--- src/rtl/pipeline_stall_ctrl.sv ---
// ---------------------------------------------------------------------------
// pipeline_stall_ctrl
//
// Central stall/flush sequencer for the 5-stage pipeline. It merges the
// hazard unit's stall/flush requests with two multi-cycle stall sources:
//   - a fixed-latency multiply/divide unit (MDV) sitting in EX
//   - a data memory with a ready handshake sitting in MEM
// From these it produces the load enables and synchronous clears of the PC
// and every pipeline register. It also keeps a saturating count of stalled
// fetch cycles and a sticky memory-timeout flag.
//
// Parameters
//   MDU_LAT      total EX residency of a mul/div instruction (>= 2)
//   MEM_TIMEOUT  consecutive memory-stall cycles before MemErr sets (>= 1)
//
// Ports
//   clk          rising-edge clock
//   rst_n        asynchronous active-low reset
//   StalF/StalD  hazard-unit stall requests for PC and IF/ID
//   FlushD/E     hazard-unit flush requests for IF/ID and ID/EX
//   MdvStartE    EX-stage instruction is a mul/div
//   MemReqM      MEM-stage instruction is a load or store
//   MemReadyM    data memory completes the access this cycle
//   EnF..EnM     load enables for PC, IF/ID, ID/EX, EX/MEM
//   ClrD..ClrW   synchronous bubble insert for IF/ID, ID/EX, EX/MEM, MEM/WB
//   MdvGoE       one-cycle launch pulse for the MDV unit
//   MdvDoneE     one-cycle pulse when the MDV result is valid
//   MemErr       sticky memory-timeout flag (registered)
//   StallCycles  saturating count of cycles with EnF=0 (registered)
// ---------------------------------------------------------------------------
module pipeline_stall_ctrl #(
  parameter int MDU_LAT     = 4,
  parameter int MEM_TIMEOUT = 8
) (
  input  logic        clk,
  input  logic        rst_n,
  input  logic        StalF,
  input  logic        StalD,
  input  logic        FlushD,
  input  logic        FlushE,
  input  logic        MdvStartE,
  input  logic        MemReqM,
  input  logic        MemReadyM,
  output logic        EnF,
  output logic        EnD,
  output logic        EnE,
  output logic        EnM,
  output logic        ClrD,
  output logic        ClrE,
  output logic        ClrM,
  output logic        ClrW,
  output logic        MdvGoE,
  output logic        MdvDoneE,
  output logic        MemErr,
  output logic [15:0] StallCycles
);

  localparam int CW = $clog2(MDU_LAT);
  localparam int WW = $clog2(MEM_TIMEOUT + 1);
  localparam logic [CW-1:0] CNT_INIT = CW'(MDU_LAT - 2);
  localparam logic [WW-1:0] WAIT_MAX = WW'(MEM_TIMEOUT);

  typedef enum logic {
    ST_RUN = 1'b0,
    ST_MDV = 1'b1
  } state_t;

  state_t        r_state;
  state_t        w_nextState;
  logic [CW-1:0] r_cnt;
  logic [CW-1:0] w_cntNext;
  logic [WW-1:0] r_wcnt;
  logic [WW-1:0] w_wcntNext;
  logic [15:0]   r_stallCycles;
  logic          r_memErr;
  logic          w_memStall;

  assign w_memStall = MemReqM & ~MemReadyM;

  // State, MDV countdown, memory-wait counter and the two status registers.
  always_ff @(posedge clk or negedge rst_n) begin
    if (!rst_n) begin
      r_state       <= ST_RUN;
      r_cnt         <= '0;
      r_wcnt        <= '0;
      r_stallCycles <= '0;
      r_memErr      <= 1'b0;
    end else begin
      r_state <= w_nextState;
      r_cnt   <= w_cntNext;
      r_wcnt  <= w_wcntNext;
      if (w_wcntNext == WAIT_MAX) begin
        r_memErr <= 1'b1;
      end
      if (!EnF && (r_stallCycles != 16'hFFFF)) begin
        r_stallCycles <= r_stallCycles + 16'd1;
      end
    end
  end

  // The wait counter only runs while a memory stall is actually in control;
  // any cycle spent in MDV or flowing normally restarts it.
  always_comb begin
    w_wcntNext = '0;
    if ((r_state == ST_RUN) && w_memStall) begin
      w_wcntNext = (r_wcnt == WAIT_MAX) ? r_wcnt : (r_wcnt + WW'(1));
    end
  end

  // Next-state and combinational outputs. Everything is held at zero while
  // reset is asserted so no register loads or clears during reset.
  always_comb begin
    w_nextState = r_state;
    w_cntNext   = r_cnt;
    EnF         = 1'b0;
    EnD         = 1'b0;
    EnE         = 1'b0;
    EnM         = 1'b0;
    ClrD        = 1'b0;
    ClrE        = 1'b0;
    ClrM        = 1'b0;
    ClrW        = 1'b0;
    MdvGoE      = 1'b0;
    MdvDoneE    = 1'b0;
    if (rst_n) begin
      unique case (r_state)
        ST_RUN: begin
          if (w_memStall) begin
            // Memory stall wins: freeze everything up to EX/MEM and drain
            // a bubble into WB. A pending mul/div start simply waits.
            ClrW = 1'b1;
          end else if (MdvStartE) begin
            MdvGoE      = 1'b1;
            EnM         = 1'b1;
            ClrM        = 1'b1;
            w_nextState = ST_MDV;
            w_cntNext   = CNT_INIT;
          end else begin
            EnF  = ~StalF;
            EnD  = ~StalD;
            EnE  = 1'b1;
            EnM  = 1'b1;
            ClrD = FlushD;
            ClrE = FlushE;
          end
        end
        ST_MDV: begin
          if (r_cnt != '0) begin
            EnM       = 1'b1;
            ClrM      = 1'b1;
            w_cntNext = r_cnt - CW'(1);
          end else begin
            // Final MDV cycle: MdvStartE still describes the finishing
            // instruction, so it must not relaunch the unit here.
            MdvDoneE    = 1'b1;
            EnF         = ~StalF;
            EnD         = ~StalD;
            EnE         = 1'b1;
            EnM         = 1'b1;
            ClrD        = FlushD;
            ClrE        = FlushE;
            w_nextState = ST_RUN;
          end
        end
        default: begin
          w_nextState = ST_RUN;
        end
      endcase
    end
  end

  assign MemErr      = r_memErr;
  assign StallCycles = r_stallCycles;

endmodule

--- config.mk ---
export PLATFORM = sky130hd
export DESIGN_NAME = pipeline_stall_ctrl
export DESIGN_NICKNAME = d
export VERILOG_FILES = /design/src/rtl/pipeline_stall_ctrl.sv
export SDC_FILE = /design/constraint.sdc
export NUM_CORES = 1
export LEC_CHECK = 0
export CAP_MARGIN = 15
export CORE_AREA = 2 2 55 57
export CTS_BUF_LIST = sky130_fd_sc_hd__clkbuf_8 sky130_fd_sc_hd__clkbuf_16
export DETAILED_ROUTE_END_ITERATION = 8
export DIE_AREA = 0 0 57 59
export GPL_ROUTABILITY_DRIVEN = 0
export MAX_ROUTING_LAYER = met4
export PLACE_DENSITY = 0.8
export SYNTH_ARGS = -nofsm -noshare
export SYNTH_HDL_FRONTEND = slang
export SYNTH_SLANG_ARGS = --single-unit
--- constraint.sdc ---
create_clock -name clk -period 2.9 [get_ports clk]
set_clock_uncertainty 0.05 [all_clocks]
set_input_delay 0.58 -clock clk [delete_from_list [all_inputs] [get_ports clk]]
set_output_delay 0.58 -clock clk [all_outputs]
set_load 0.01 [all_outputs]
==> results.cfg <==
[outcome]
status = completed

[timing]
min_period_over_period_pct = 97.6
setup-violations-final = 0
worst-slew-pin-transition_ns = 0.558
highest_attainable_clock_frequency_ghz = 0.353
timing.slew.headroom_pct = 62.5
hold_slack_ns = 0.414
report.final.hold_viol_count = 0
finalWorstPathRequiredPeriod_ns = 2.83
final_max_slew_viol_count = 0
postLayoutSetupSlackWorst_ns = 0.0706
total_negative_slack_for_setup_checks_ns = 0

[placed_design]
dp_worst_setup_slack_ns = -0.00435
port-buffer-count = 35
hpwl_after_detailed_placement_um = 2110

[worst_setup_path]
r2r_endpoint = StallCycles[1]
cp_slowest_stage_delay_ns = 0.53
timing.critical_path.required_ns = 2.27
timing.critical_path.mode_cell = clkdlybuf4s50_1
worstSetupEndpointType = output port
start_kind = input pin
family_with_the_most_delay_on_the_worst_path = buffers and inverters
ff2ff_path_depth = 6
cp_buf_inv_count = 3
path_class = in -> out
r2r_slack_ns = 0.77
path_cells = clkdlybuf4s50_1 -> nor2b_4 -> o31ai_4 -> buf_4 -> and3_1 -> clkdlybuf4s50_1
r2r_start = StallCycles[0]
crit_fanout = 3
cp_slowest_cell = clkdlybuf4s50_1
worst-endpoint-arrival_ns = 2.20

[global_routing]
grt_start_max_net_pins = 14
grt_first_pass_wirelength_um = 4660
antenna_found_initial = 0
grt_overflow_total = 0
first_global_vias = 1063
gr-usage-all-layers_pct = 18.2

[layout]
area.growth.synth_to_final_pct = 36.1
finalCoreUtilization_pct = 66.7
antenna_cells_inserted = 0
finalNetCount = 181
drive_gt1_share_pct = 15.1

[power_and_ir_drop]
p_switching_mw = 0.451
p_per_area_nw_per_um2 = 704
p_comb_share_pct = 42.3
cellInternalPower_mw = 0.823
power.share.clock_pct = 15.0
ir_worst_vdd_mv = 0.563
power.switching_fraction_pct = 35.4
share_seq_of_total_power_pct = 42.7
total_power_mw = 1.27
cellLeakagePower_nw = 0.823

[cts]
cts_tree = built
holdBufCountCts = 0
clk-insertion-delay-late_ns = 0.26
max-clock-path-buffers = 2
tritoncts.num_buffers = 3
clkSinkCount = 24
cts_max_level = 1
ctsRootBufferMaster = clkbuf_8
worst_setup_hold_path_clk_slew_ns = 0.08

[logic_synthesis]
synth_warnings = 0
syn_inst = 124
synth.ff_latch_count = 24
synth_area_leaders = dfrtp_1 (45%), xor2_1 (9.2%), nor4_2 (4.7%)
avgSynthCellArea_sq_um = 10.7
yosys.area.top_type = dfrtp_1
post-synth-top-area-fraction_pct = 45.2
synth_seq_area_share_pct = 45.2
syn_nets = 137
total_standard_cell_area_after_synthesis_sq_um = 1330
yosys.cell_types.count = 36

[die]
die_width_um = 57
die_area_sq_um = 3360
chipHeight_um = 59
design.core.area_sq_um = 2710
num_rows = 19
num_io_pins = 36
initial_utilization_pct = 49.0

[min_path]
hold_class = reg -> reg
worstHoldStart = MemErr
hold_path_end = MemErr
min_delay_path_depth = 1

[drt]
routed_wirelength_normalized_by_instance_count_um = 14.0
remaining_drc_errors = 0
vias_per_cell = 5.33
post_detailed_route_count_of_antenna_violating_nets = 0
initialDrtViolationCount = 20
drt-total-wl_um = 2770
vias = 1050
dr.pass1.iters = 4

[flow_run]
timing.max_cap.violations = 0
[Yosys cell counts, drive strengths merged]
cell / n
dfrtp: 24
xor2: 14
nand2: 12
nor4: 8
inv: 6
and2: 5
and3: 5
nor2: 5
ha: 4
nand3: 4
o21ai: 4
buf: 3
nand2b: 3
nand4: 3
nor3: 3
and4: 2
and4bb: 2
mux2: 2
nor2b: 2
xnor2: 2
a21o: 1
a21oi: 1
a31oi: 1
and3b: 1
mux2i: 1
nand3b: 1
nor3b: 1
nor4b: 1
o21a: 1
o31ai: 1
or2: 1
[layout by cell type (no fill, tap or decap), types with 4 or more instances in the layout]
| cell type | n |
|---|---|
| nor2_1 | 5 |
| nand2_1 | 12 |
| inv_1 | 6 |
| clkdlybuf4s50_1 | 32 |
| xor2_1 | 14 |
| and3_1 | 5 |
| nor4_2 | 6 |
| dfrtp_1 | 24 |
| ha_1 | 4 |
| o21ai_0 | 4 |
| buf_4 | 7 |
| and2_1 | 5 |
[worst register-to-register path: cells and delay by family (launching register included)]
family	cells	cell delay (ns)
simple gates	3	0.83
flops	1	0.41
buf+inv	1	0.28
mux	1	0.27
fa+ha+maj	1	0.18
[final cells by class]
class                   instances  area [sq um]
clock buffers                   3          41.3
fillers                       203           902
inverters                       6          22.5
multi-input cells              91           694
flip-flops and latches         24           601
well taps                      31          38.8
repair buffers                 42           410
[power groups by stage]
stage               Combinational, mW  Clock [mW]  Sequential (mW)
floorplan                       0.240           0            0.566
detailed placement              0.532           0            0.550
CTS                             0.543       0.199            0.545
global placement                0.517           0            0.542
finish                          0.539       0.190            0.544
global route                    0.593       0.210            0.559
[repair_timing]
item                                    CTS  global route
endpoints found under the setup margin    1             3
setup buffers                             0             0
resized for setup                         1             4
hold endpoints to repair                  0             0
[layer usage]
layer  vias to the layer above  GRT usage, %  part of all wire [%]
met5                         -             -                     0
met4                         0          6.98                   1.7
met3                         6          2.62                   2.1
met2                        13          30.2                    50
met1                       514          22.7                    46
li1                        517             -                     -
[stage by stage]
| stage | std cells | area [sq um] |
|---|---|---|
| after CTS | 197 | 1800 |
| after global routing | 197 | 1810 |
| after floorplan | 124 | 1330 |
| final | 197 | 1810 |
| after detailed placement | 194 | 1750 |
| after global placement | 194 | 1750 |
[worst max path at each step]
stage,startpoint,end,depth (start not counted)
global route,MemReadyM,ClrM,7
global placement,MemReadyM,EnF,5
detailed placement,MemReadyM,EnD,6
CTS,MemReadyM,EnD,6
finish,MemReadyM,ClrD,6
floorplan,MemReqM,EnD,4
[state kept, by name (all words and copies together) (netlist names)]
signal	cells
StallCycles	16
r_wcnt	4
r_cnt	2
MemErr	1
r_state	1
[cells by family (layout without fill, tap and decap cells)]
logic type               count (synthesis)  count (layout)  synth area share [%]
AND/OR/NAND/NOR                         59              59                  29.6
AO/OA/AOI/OAI                            9               9                  4.43
flip-flops                              24              24                  45.2
multiplexers                             3               3                  2.45
buffers and inverters                    9              51                  4.05
XOR/XNOR                                16              16                  10.5
adder cells (fa/ha/maj)                  4               4                  3.77
No activity file was read; power rests on OpenSTA's default activity.
